$ cat config.mk
export PLATFORM = sky130hd
export DESIGN_NAME = rx_deframer
export DESIGN_NICKNAME = d
export VERILOG_FILES = /design/src/rtl/rx_deframer.sv
export SDC_FILE = /design/constraint.sdc
export NUM_CORES = 1
export LEC_CHECK = 0
export BUFFER_PORTS_ARGS = -buffer_cell sky130_fd_sc_hd__buf_2
export CORE_MARGIN = 2
export CORE_UTILIZATION = 45
export CTS_CLUSTER_DIAMETER = 200
export DETAILED_ROUTE_END_ITERATION = 7
export PLACE_DENSITY = 0.71
export SLEW_MARGIN = 20
export SYNTH_ARGS = -nofsm -noshare
export SYNTH_HDL_FRONTEND = slang
export SYNTH_SLANG_ARGS = --single-unit
$ cat constraint.sdc
create_clock -name clk_i -period 3.65 [get_ports clk_i]
set_input_delay 0.73 -clock clk_i [delete_from_list [all_inputs] [get_ports clk_i]]
set_output_delay 0.73 -clock clk_i [all_outputs]
set_load 0.02 [all_outputs]
$ cat src/rtl/rx_deframer.sv
// rx_deframer: UART receive deframer with majority-voted sampling and a one-frame holding register
module rx_deframer #(
  parameter int ACC_WIDTH     = 16,
  parameter int MAX_DATA_BITS = 9
) (
  input  logic                     clk_i,
  input  logic                     rst_ni,
  input  logic [ACC_WIDTH-1:0]     cr_acc_incr_i,
  input  logic [3:0]               cr_dbits_i,
  input  logic [1:0]               cr_p_i,
  input  logic                     cr_s_i,
  input  logic                     uart_rx_i,
  input  logic                     ready_i,
  output logic [MAX_DATA_BITS-1:0] data_o,
  output logic                     valid_o,
  output logic                     parity_err_o,
  output logic                     frame_err_o,
  output logic                     break_o,
  output logic                     overrun_o
);
  typedef enum logic [2:0] {S_IDLE, S_START, S_DATA, S_PARITY, S_STOP, S_BRK_WAIT} state_t;
  state_t                   r_state, w_nxt;
  logic [1:0]               r_sync, r_hist;
  logic [ACC_WIDTH-1:0]     r_acc;
  logic [3:0]               r_cnt;
  logic [MAX_DATA_BITS-1:0] r_shift;
  logic                     r_par, r_zero, r_perr, r_ferr, r_brk, r_done;
  logic                     w_line, w_half, w_tick, w_last_data, w_last_stop, w_pub, w_load;
  logic [ACC_WIDTH:0]       w_sum;
  logic [3:0]               w_dbits;
  logic [MAX_DATA_BITS-1:0] w_bit;
  assign w_line      = (r_sync[1] & r_hist[0]) | (r_sync[1] & r_hist[1]) | (r_hist[0] & r_hist[1]);
  assign w_sum       = {1'b0, r_acc} + {1'b0, cr_acc_incr_i};
  assign w_half      = |w_sum[ACC_WIDTH:ACC_WIDTH-1];
  assign w_tick      = w_sum[ACC_WIDTH];
  assign w_dbits     = (cr_dbits_i < 4'd5) ? 4'd5 :
                       (cr_dbits_i > 4'(MAX_DATA_BITS)) ? 4'(MAX_DATA_BITS) : cr_dbits_i;
  assign w_last_data = r_cnt >= w_dbits - 4'd1;
  assign w_last_stop = !cr_s_i || r_cnt != 4'd0;
  assign w_bit       = MAX_DATA_BITS'(1) << r_cnt;
  assign w_pub       = (r_state == S_STOP) && r_done;
  assign w_load      = w_pub && (!valid_o || ready_i);
  // two-flop synchronizer followed by a 3-sample history for the majority vote
  always_ff @(posedge clk_i or negedge rst_ni) begin
    if (!rst_ni) begin
      r_sync <= 2'b11;
      r_hist <= 2'b11;
    end else begin
      r_sync <= {r_sync[0], uart_rx_i};
      r_hist <= {r_hist[0], r_sync[1]};
    end
  end
  // state register
  always_ff @(posedge clk_i or negedge rst_ni) begin
    if (!rst_ni) r_state <= S_IDLE;
    else r_state <= w_nxt;
  end
  // next-state logic; STOP lingers one extra cycle (r_done) to publish the frame
  always_comb begin
    w_nxt = r_state;
    case (r_state)
      S_IDLE:     w_nxt = w_line ? S_IDLE : S_START;
      S_START:    if (w_half) w_nxt = w_line ? S_IDLE : S_DATA;
      S_DATA:     if (w_tick && w_last_data) w_nxt = (cr_p_i != 2'b00) ? S_PARITY : S_STOP;
      S_PARITY:   if (w_tick) w_nxt = S_STOP;
      S_STOP:     if (r_done) w_nxt = r_brk ? S_BRK_WAIT : S_IDLE;
      S_BRK_WAIT: if (w_line) w_nxt = S_IDLE;
      default:    w_nxt = S_IDLE;
    endcase
  end
  // baud accumulator, bit counter and per-frame shift/status collection
  always_ff @(posedge clk_i or negedge rst_ni) begin
    if (!rst_ni) begin
      r_acc   <= '0;
      r_cnt   <= '0;
      r_shift <= '0;
      r_par   <= 1'b0;
      r_zero  <= 1'b0;
      r_perr  <= 1'b0;
      r_ferr  <= 1'b0;
      r_brk   <= 1'b0;
      r_done  <= 1'b0;
    end else begin
      case (r_state)
        S_START: begin
          r_acc <= w_half ? '0 : w_sum[ACC_WIDTH-1:0];
          if (w_half) begin
            r_cnt   <= '0;
            r_shift <= '0;
            r_par   <= 1'b0;
            r_zero  <= 1'b1;
            r_perr  <= 1'b0;
            r_ferr  <= 1'b0;
            r_brk   <= 1'b0;
          end
        end
        S_DATA: begin
          r_acc <= w_sum[ACC_WIDTH-1:0];
          if (w_tick) begin
            r_shift <= w_line ? (r_shift | w_bit) : r_shift;
            r_par   <= r_par ^ w_line;
            r_zero  <= r_zero & !w_line;
            r_cnt   <= w_last_data ? 4'd0 : r_cnt + 4'd1;
          end
        end
        S_PARITY: begin
          r_acc <= w_sum[ACC_WIDTH-1:0];
          if (w_tick) begin
            r_perr <= (r_par ^ w_line) != (cr_p_i == 2'b01);
            r_zero <= r_zero & !w_line;
          end
        end
        S_STOP: begin
          r_acc <= w_sum[ACC_WIDTH-1:0];
          if (r_done) r_done <= 1'b0;
          else if (w_tick) begin
            r_ferr <= r_ferr | !w_line;
            r_brk  <= (r_cnt == 4'd0) ? (r_zero & !w_line) : r_brk;
            r_cnt  <= r_cnt + 4'd1;
            r_done <= w_last_stop;
          end
        end
        default: begin
          r_acc  <= '0;
          r_cnt  <= '0;
          r_done <= 1'b0;
        end
      endcase
    end
  end
  // holding register: publish when free or being accepted, otherwise flag overrun
  always_ff @(posedge clk_i or negedge rst_ni) begin
    if (!rst_ni) begin
      data_o       <= '0;
      valid_o      <= 1'b0;
      parity_err_o <= 1'b0;
      frame_err_o  <= 1'b0;
      break_o      <= 1'b0;
      overrun_o    <= 1'b0;
    end else begin
      if (w_load) begin
        data_o       <= r_shift;
        parity_err_o <= r_perr;
        frame_err_o  <= r_ferr;
        break_o      <= r_brk;
        valid_o      <= 1'b1;
      end else if (valid_o && ready_i) valid_o <= 1'b0;
      if (w_pub && !w_load) overrun_o <= 1'b1;
      else if (valid_o && ready_i) overrun_o <= 1'b0;
    end
  end
endmodule
# After elaboration in Yosys (flattened, before gate mapping)
# Index checks and enable logic that the tools add are counted.
# word_totals
register_bits	56
in_bits	27
out_inout_bits	14
word_cells	131
# op_classes
add_sub_neg	3
order_cmp	3
n_eq_ne	18
n_shift	1
mux	45
bitwise	10
n_reduce_logical	33
# op_table
cell	count
case mux 16 bit (2 select lines)	1
2-to-1 mux 4 bit	7
2-to-1 mux 9 bit	3
2-to-1 mux 3 bit	7
inequality test 2 bit, second input constant	9
case mux 3 bit (6 select lines)	1
case mux 9 bit (2 select lines)	1
adder 16 x 16 -> 17 bit	1
2-to-1 mux 1 bit	16
2-to-1 mux 16 bit	1
case mux 4 bit (4 select lines)	1
AND reduction 5 bit	3
nonzero test 2 bit	7
case mux 1 bit (2 select lines)	6
bitwise OR 9 bit	1
AND reduction 3 bit	3
<< shifter 1 x 4 -> 9 bit, first input constant	1
AND reduction 4 bit	2
equality test 3 x 2 -> 1 bit, second input constant	2
equality test 3 bit, second input constant	2
OR reduction 3 bit	2
logical AND 1 bit	5
adder 4 x 1 -> 4 bit, second input constant	1
bitwise AND 1 bit	4
other kinds (18)	26

# Longest topological paths before layout
# logic_depth
ltp_word	9
ltp_mapped	11
depth_no_buf	11

# Least setup slack after synthesis
# No wires, ideal clock.
# synth_path
path_kind	input-to-reg
startpoint	input cr_acc_incr_i[5]
endpoint	register r_cnt[2]
setup_ps	125
t_arrival_ps	2861
required_ps	3525
setup_slack_ps	664
stages	8
path_buffers	0
path_cell_list	ha_1 nand3_2 or3_4 a211o_1 and3b_4 o21a_4 o32ai_4 mux2_4
# synth_via
elab_chain_len	4
elab_cells_between_ends	6
cone_classes	add/sub (1); eq/ne (3); reduce/logical (2)
# synth_rtl
item	line_no	source
from (decl)	8	input logic [ACC_WIDTH-1:0] cr_acc_incr_i,
adder 16 x 16 -> 17 bit (*)	33	assign w_sum = {1'b0, r_acc} + {1'b0, cr_acc_incr_i};
OR reduction 2 bit	34	assign w_half = |w_sum[ACC_WIDTH:ACC_WIDTH-1];
inequality test 2 bit (no line)	-	
AND reduction 5 bit (no line) (*)	-	
to (signal assigned)	103	r_cnt <= w_last_data ? 4'd0 : r_cnt + 4'd1;
to (signal assigned)	119	r_cnt <= r_cnt + 4'd1;
to (decl)	25	logic [3:0] r_cnt;
# Mark *: on every way between the ends. The rest lies on a longest branch, timed or not.
# A chain may end at the register's enable or synchronous reset.

# Final worst setup path
# layout_path
startpoint	input cr_acc_incr_i[5]
endpoint	register r_acc[7]
# layout_via
elab_chain_len	4
# layout_rtl
item	line_no	source
adder 16 x 16 -> 17 bit (*)	33	
OR reduction 2 bit	34	
2-to-1 mux 16 bit	86	r_acc <= w_half ? '0 : w_sum[ACC_WIDTH-1:0];
case mux 16 bit (2 select lines) (*)	84	case (r_state)
to (signal assigned)	86	
to (signal assigned)	98	r_acc <= w_sum[ACC_WIDTH-1:0];
to (signal assigned)	107	r_acc <= w_sum[ACC_WIDTH-1:0];
to (decl)	24	logic [ACC_WIDTH-1:0] r_acc;
# Marks and branches as above.

==> flow_summary_export.csv <==
group,metric,value,unit
status,status,"finished, final reports clean",
sta,setup_viol,0,
yosys,synth.distinct_cells,59,
sta,fin_skew,0.005290,ns
die,die-area,0.007963,sq mm
yosys,async_flop_share,100.0,%
pwr,irDropWorstVdd,0.2489,mV
pwr,clkPwrFrac,13.7,%
clocking,clockRootBuffer,"clkbuf_8",
clocking,cts.sinks,56,
yosys,yosys.area_share.simple,14.77,%
clocking,ctsResizeCount,0,
worst_setup_path,crit_fanout,15,
clocking,cts_buffers,5,
hold_path,hold_path.class,"reg -> reg",
yosys,ys_seq_area_share,43.02,%
cells_and_area,area_growth_syn_to_layout,12.78,%
grt,grt-ovfl-total,0,
die,start_util,45.81,%
clocking,cts_tree,"done",
yosys,synth_seq_cells,56,
grt,grt_use_total,17.95,%
clocking,clock_latency,0.31,ns
pwr,leakage,1.745,nW
worst_setup_path,path_cells,"buf_2 > ha_1 > nand3_2 > or3_4 > a211o_1 > a21boi_1 > o21ai_2 > o21a_1 > nor3_1",
yosys,synthCells,334,
flow_run,max_cap_violations,0,
yosys,synthFlopType,"dfrtp_1",
cells_and_area,post-route-util,51.67,%
sta,tightest_slew,0.7636,ns
sta,period_minus_slack,2.982,ns
yosys,synth_edf_count,0,
placement,gp_congestion,0.8398,
worst_setup_path,cp.required,3.87,ns
pwr,p_seq_share,33.6,%
drt,wl,6.597,mm
pwr,power_frac_comb,52.7,%
drt,routedWlPerCell,13.80,um
worst_setup_path,cp-start-kind,"primary input",
drt,drtAntennaViolNets,0,
worst_setup_path,worstSetupPathType,"in -> reg",
pwr,p_switching,0.001113,W
yosys,ys_warn_count,0,
placement,post-dp-hpwl,5.016,mm
die,core,0.007137,sq mm
sta,relSlewSlack,49.09,%
sta,hold_viol,0,
placement,io_buffers,40,
grt,antenna_found_initial,0,
grt,grt_pass1_vias,2460,
yosys,syn_nets,389,
yosys,synth_top_family_by_area,"compound AO/OA/AOI/OAI gates",
sta,setup_tns,0,ns
clocking,post_cts_buffers,0,
clocking,clkTransAtPathRegs,0.10,ns
worst_setup_path,cp.arrival,3.21,ns
sta,min_period_over_period,81.70,%
clocking,htree_num_levels,2,
worst_setup_path,path_delay_family,"compound AO/OA/AOI/OAI gates",
cells_and_area,fin_nets,433,
die,pin_count,41,
pwr,p_sw_share,42.71,%
pwr,intPower,0.001493,W
yosys,synth_xor_area_share,3.483,%
clocking,clk_path_buf_depth,2,
drt,dr.pass1.iters,5,
worst_setup_path,max_stage_delay,0.42,ns
die,die_h,89.24,um
grt,grt_first_pass_wirelength,11.20,mm
yosys,post_synth_mux_area_share,4.133,%
die,rows,31,
yosys,netlist_area,0.003269,sq mm
drt,drt-initial-drc-count,145,
worst_setup_path,critPathSlowestCell,"o21a_1",
sta,maxSlewViolCount,0,
drt,vias_per_cell,5.402,
drt,drt_drc_violations_left,0,
sta,fin_hold_ws,0.3612,ns
worst_setup_path,setup.worst_path.end_class,"flip-flop",
sta,fmax,0.3354,GHz
yosys,synth_compound_area_share,20.59,%
pwr,pwr_density_cell,706.8,mW/mm^2
drt,dr_total_vias,2582,
die,die_w,89.24,um
cells_and_area,drive_above_1_share,20.32,%
clocking,ctsHoldBuffers,0,
sta,rsz0062_at_grt,"false",
grt,grt_start_max_net_pins,35,
worst_setup_path,worst-path-buf-inv,1,
cells_and_area,antennaDiodeCount,0,
yosys,synth_fa_ha_area_share,11.25,%
yosys,syn_avg_cell_area,9.789,sq um
[final timing paths]
check,from,to,slack (ns),depth (start not counted)
max in group asynchronous,rst_ni,r_acc[7]$_DFF_PN0_,2.38,2
worst max-delay path,cr_acc_incr_i[5],r_acc[7]$_DFF_PN0_,0.67,9
min in group asynchronous,rst_ni,r_acc[4]$_DFF_PN0_,0.48,1
worst min-delay path,r_sync[0]$_DFF_PN1_,r_sync[1]$_DFF_PN1_,0.36,0
worst max register to register,r_acc[5]$_DFF_PN0_,r_acc[7]$_DFF_PN0_,0.80,8
worst min register to register,r_sync[0]$_DFF_PN1_,r_sync[1]$_DFF_PN1_,0.36,0
[cell families after synthesis]
logic type,count (synthesis)
adders and majority gates,29
xor gates and xnor gates,13
AOI/OAI and AO/OA,101
and+or+nand+nor,101
buffers and inverters,22
muxes,12
DFF,56
[cell usage after synthesis, drive strengths merged (6+ instances only)]
cell type  instances  share of area, %
a211oi             9               2.1
o21ai             23               3.6
ha                27                10
a22o               6               1.6
xnor2              8               2.1
nor3               8               1.2
nand2             26               3.0
a21oi             29               4.4
mux2               9               3.2
a21o               7               1.7
nor2              36               4.1
inv               14               1.6
dfrtp             52                40
nand3              7               1.2
[power groups by stage]
stage / combinational, W / sequential (W) / clock [W]
floorplan: 0.00111 / 0.000839 / 0
global placement: 0.00132 / 0.000879 / 0
detailed placement: 0.00135 / 0.000886 / 0
CTS: 0.00136 / 0.000874 / 0.000367
global route: 0.00154 / 0.000896 / 0.000383
finish: 0.00137 / 0.000874 / 0.000357
[area by class of cell]
cell class / count / area [sq um]
fillers: 677 / 3450
clock inverters: 3 / 25.02
inverters: 14 / 52.55
repair buffers: 45 / 237.7
well taps: 99 / 123.9
multi-input cells: 256 / 1773
clock buffers: 5 / 68.82
flip-flops and latches: 56 / 1406
[per-stage QoR]
stage / cells / area, sq um / total power, W / setup WS (ns)
final: 478 / 3687 / 0.002606 / 0.6681
after CTS: 478 / 3687 / 0.002601 / 0.7253
after detailed placement: 470 / 3593 / 0.002237 / 0.4001
after global placement: 470 / 3593 / 0.002197 / 0.4959
after global routing: 478 / 3687 / 0.002818 / 0.5571
after floorplan: 334 / 3269 / 0.001946 / 0.6642
[flip-flops by register name (all words and copies together) (netlist names)]
signal and cells:
frame_err_o 1, r_perr 1, overrun_o 1, r_brk 1
parity_err_o 1, r_hist 2, r_par 1, r_sync 2
r_zero 1, r_acc 16, r_ferr 1, break_o 1
r_state 3, r_cnt 4, data_o 9, r_shift 9
r_done 1, valid_o 1
[cells in the final DEF, fill, tap and decap left out, types with 6 or more instances in the layout]
cell type	instances
nand3_1	6
inv_1	14
a211oi_1	9
nand2_1	26
buf_2	40
o21ai_0	21
nor2_1	36
dfrtp_1	52
nor3_1	8
mux2_2	8
a22o_1	6
xnor2_1	8
ha_1	27
a21oi_1	29
[worst register-to-register path, delay by kind of cell (launching register included)]
| family | cells | cell delay, ns |
|---|---|---|
| AND/OR/NAND/NOR | 3 | 0.79 |
| flip-flops | 1 | 0.39 |
| adder cells (fa/ha/maj) | 1 | 0.38 |
| AO/OA/AOI/OAI | 4 | 1.22 |
[routing by layer]
layer	share of wire [%]	GRT usage (%)
met1	48	25.41
met2	46	28.48
met3	4.4	2.862
met4	1.3	5.427
met5	0	0
Note: power is estimated with default switching activity, not from simulation.
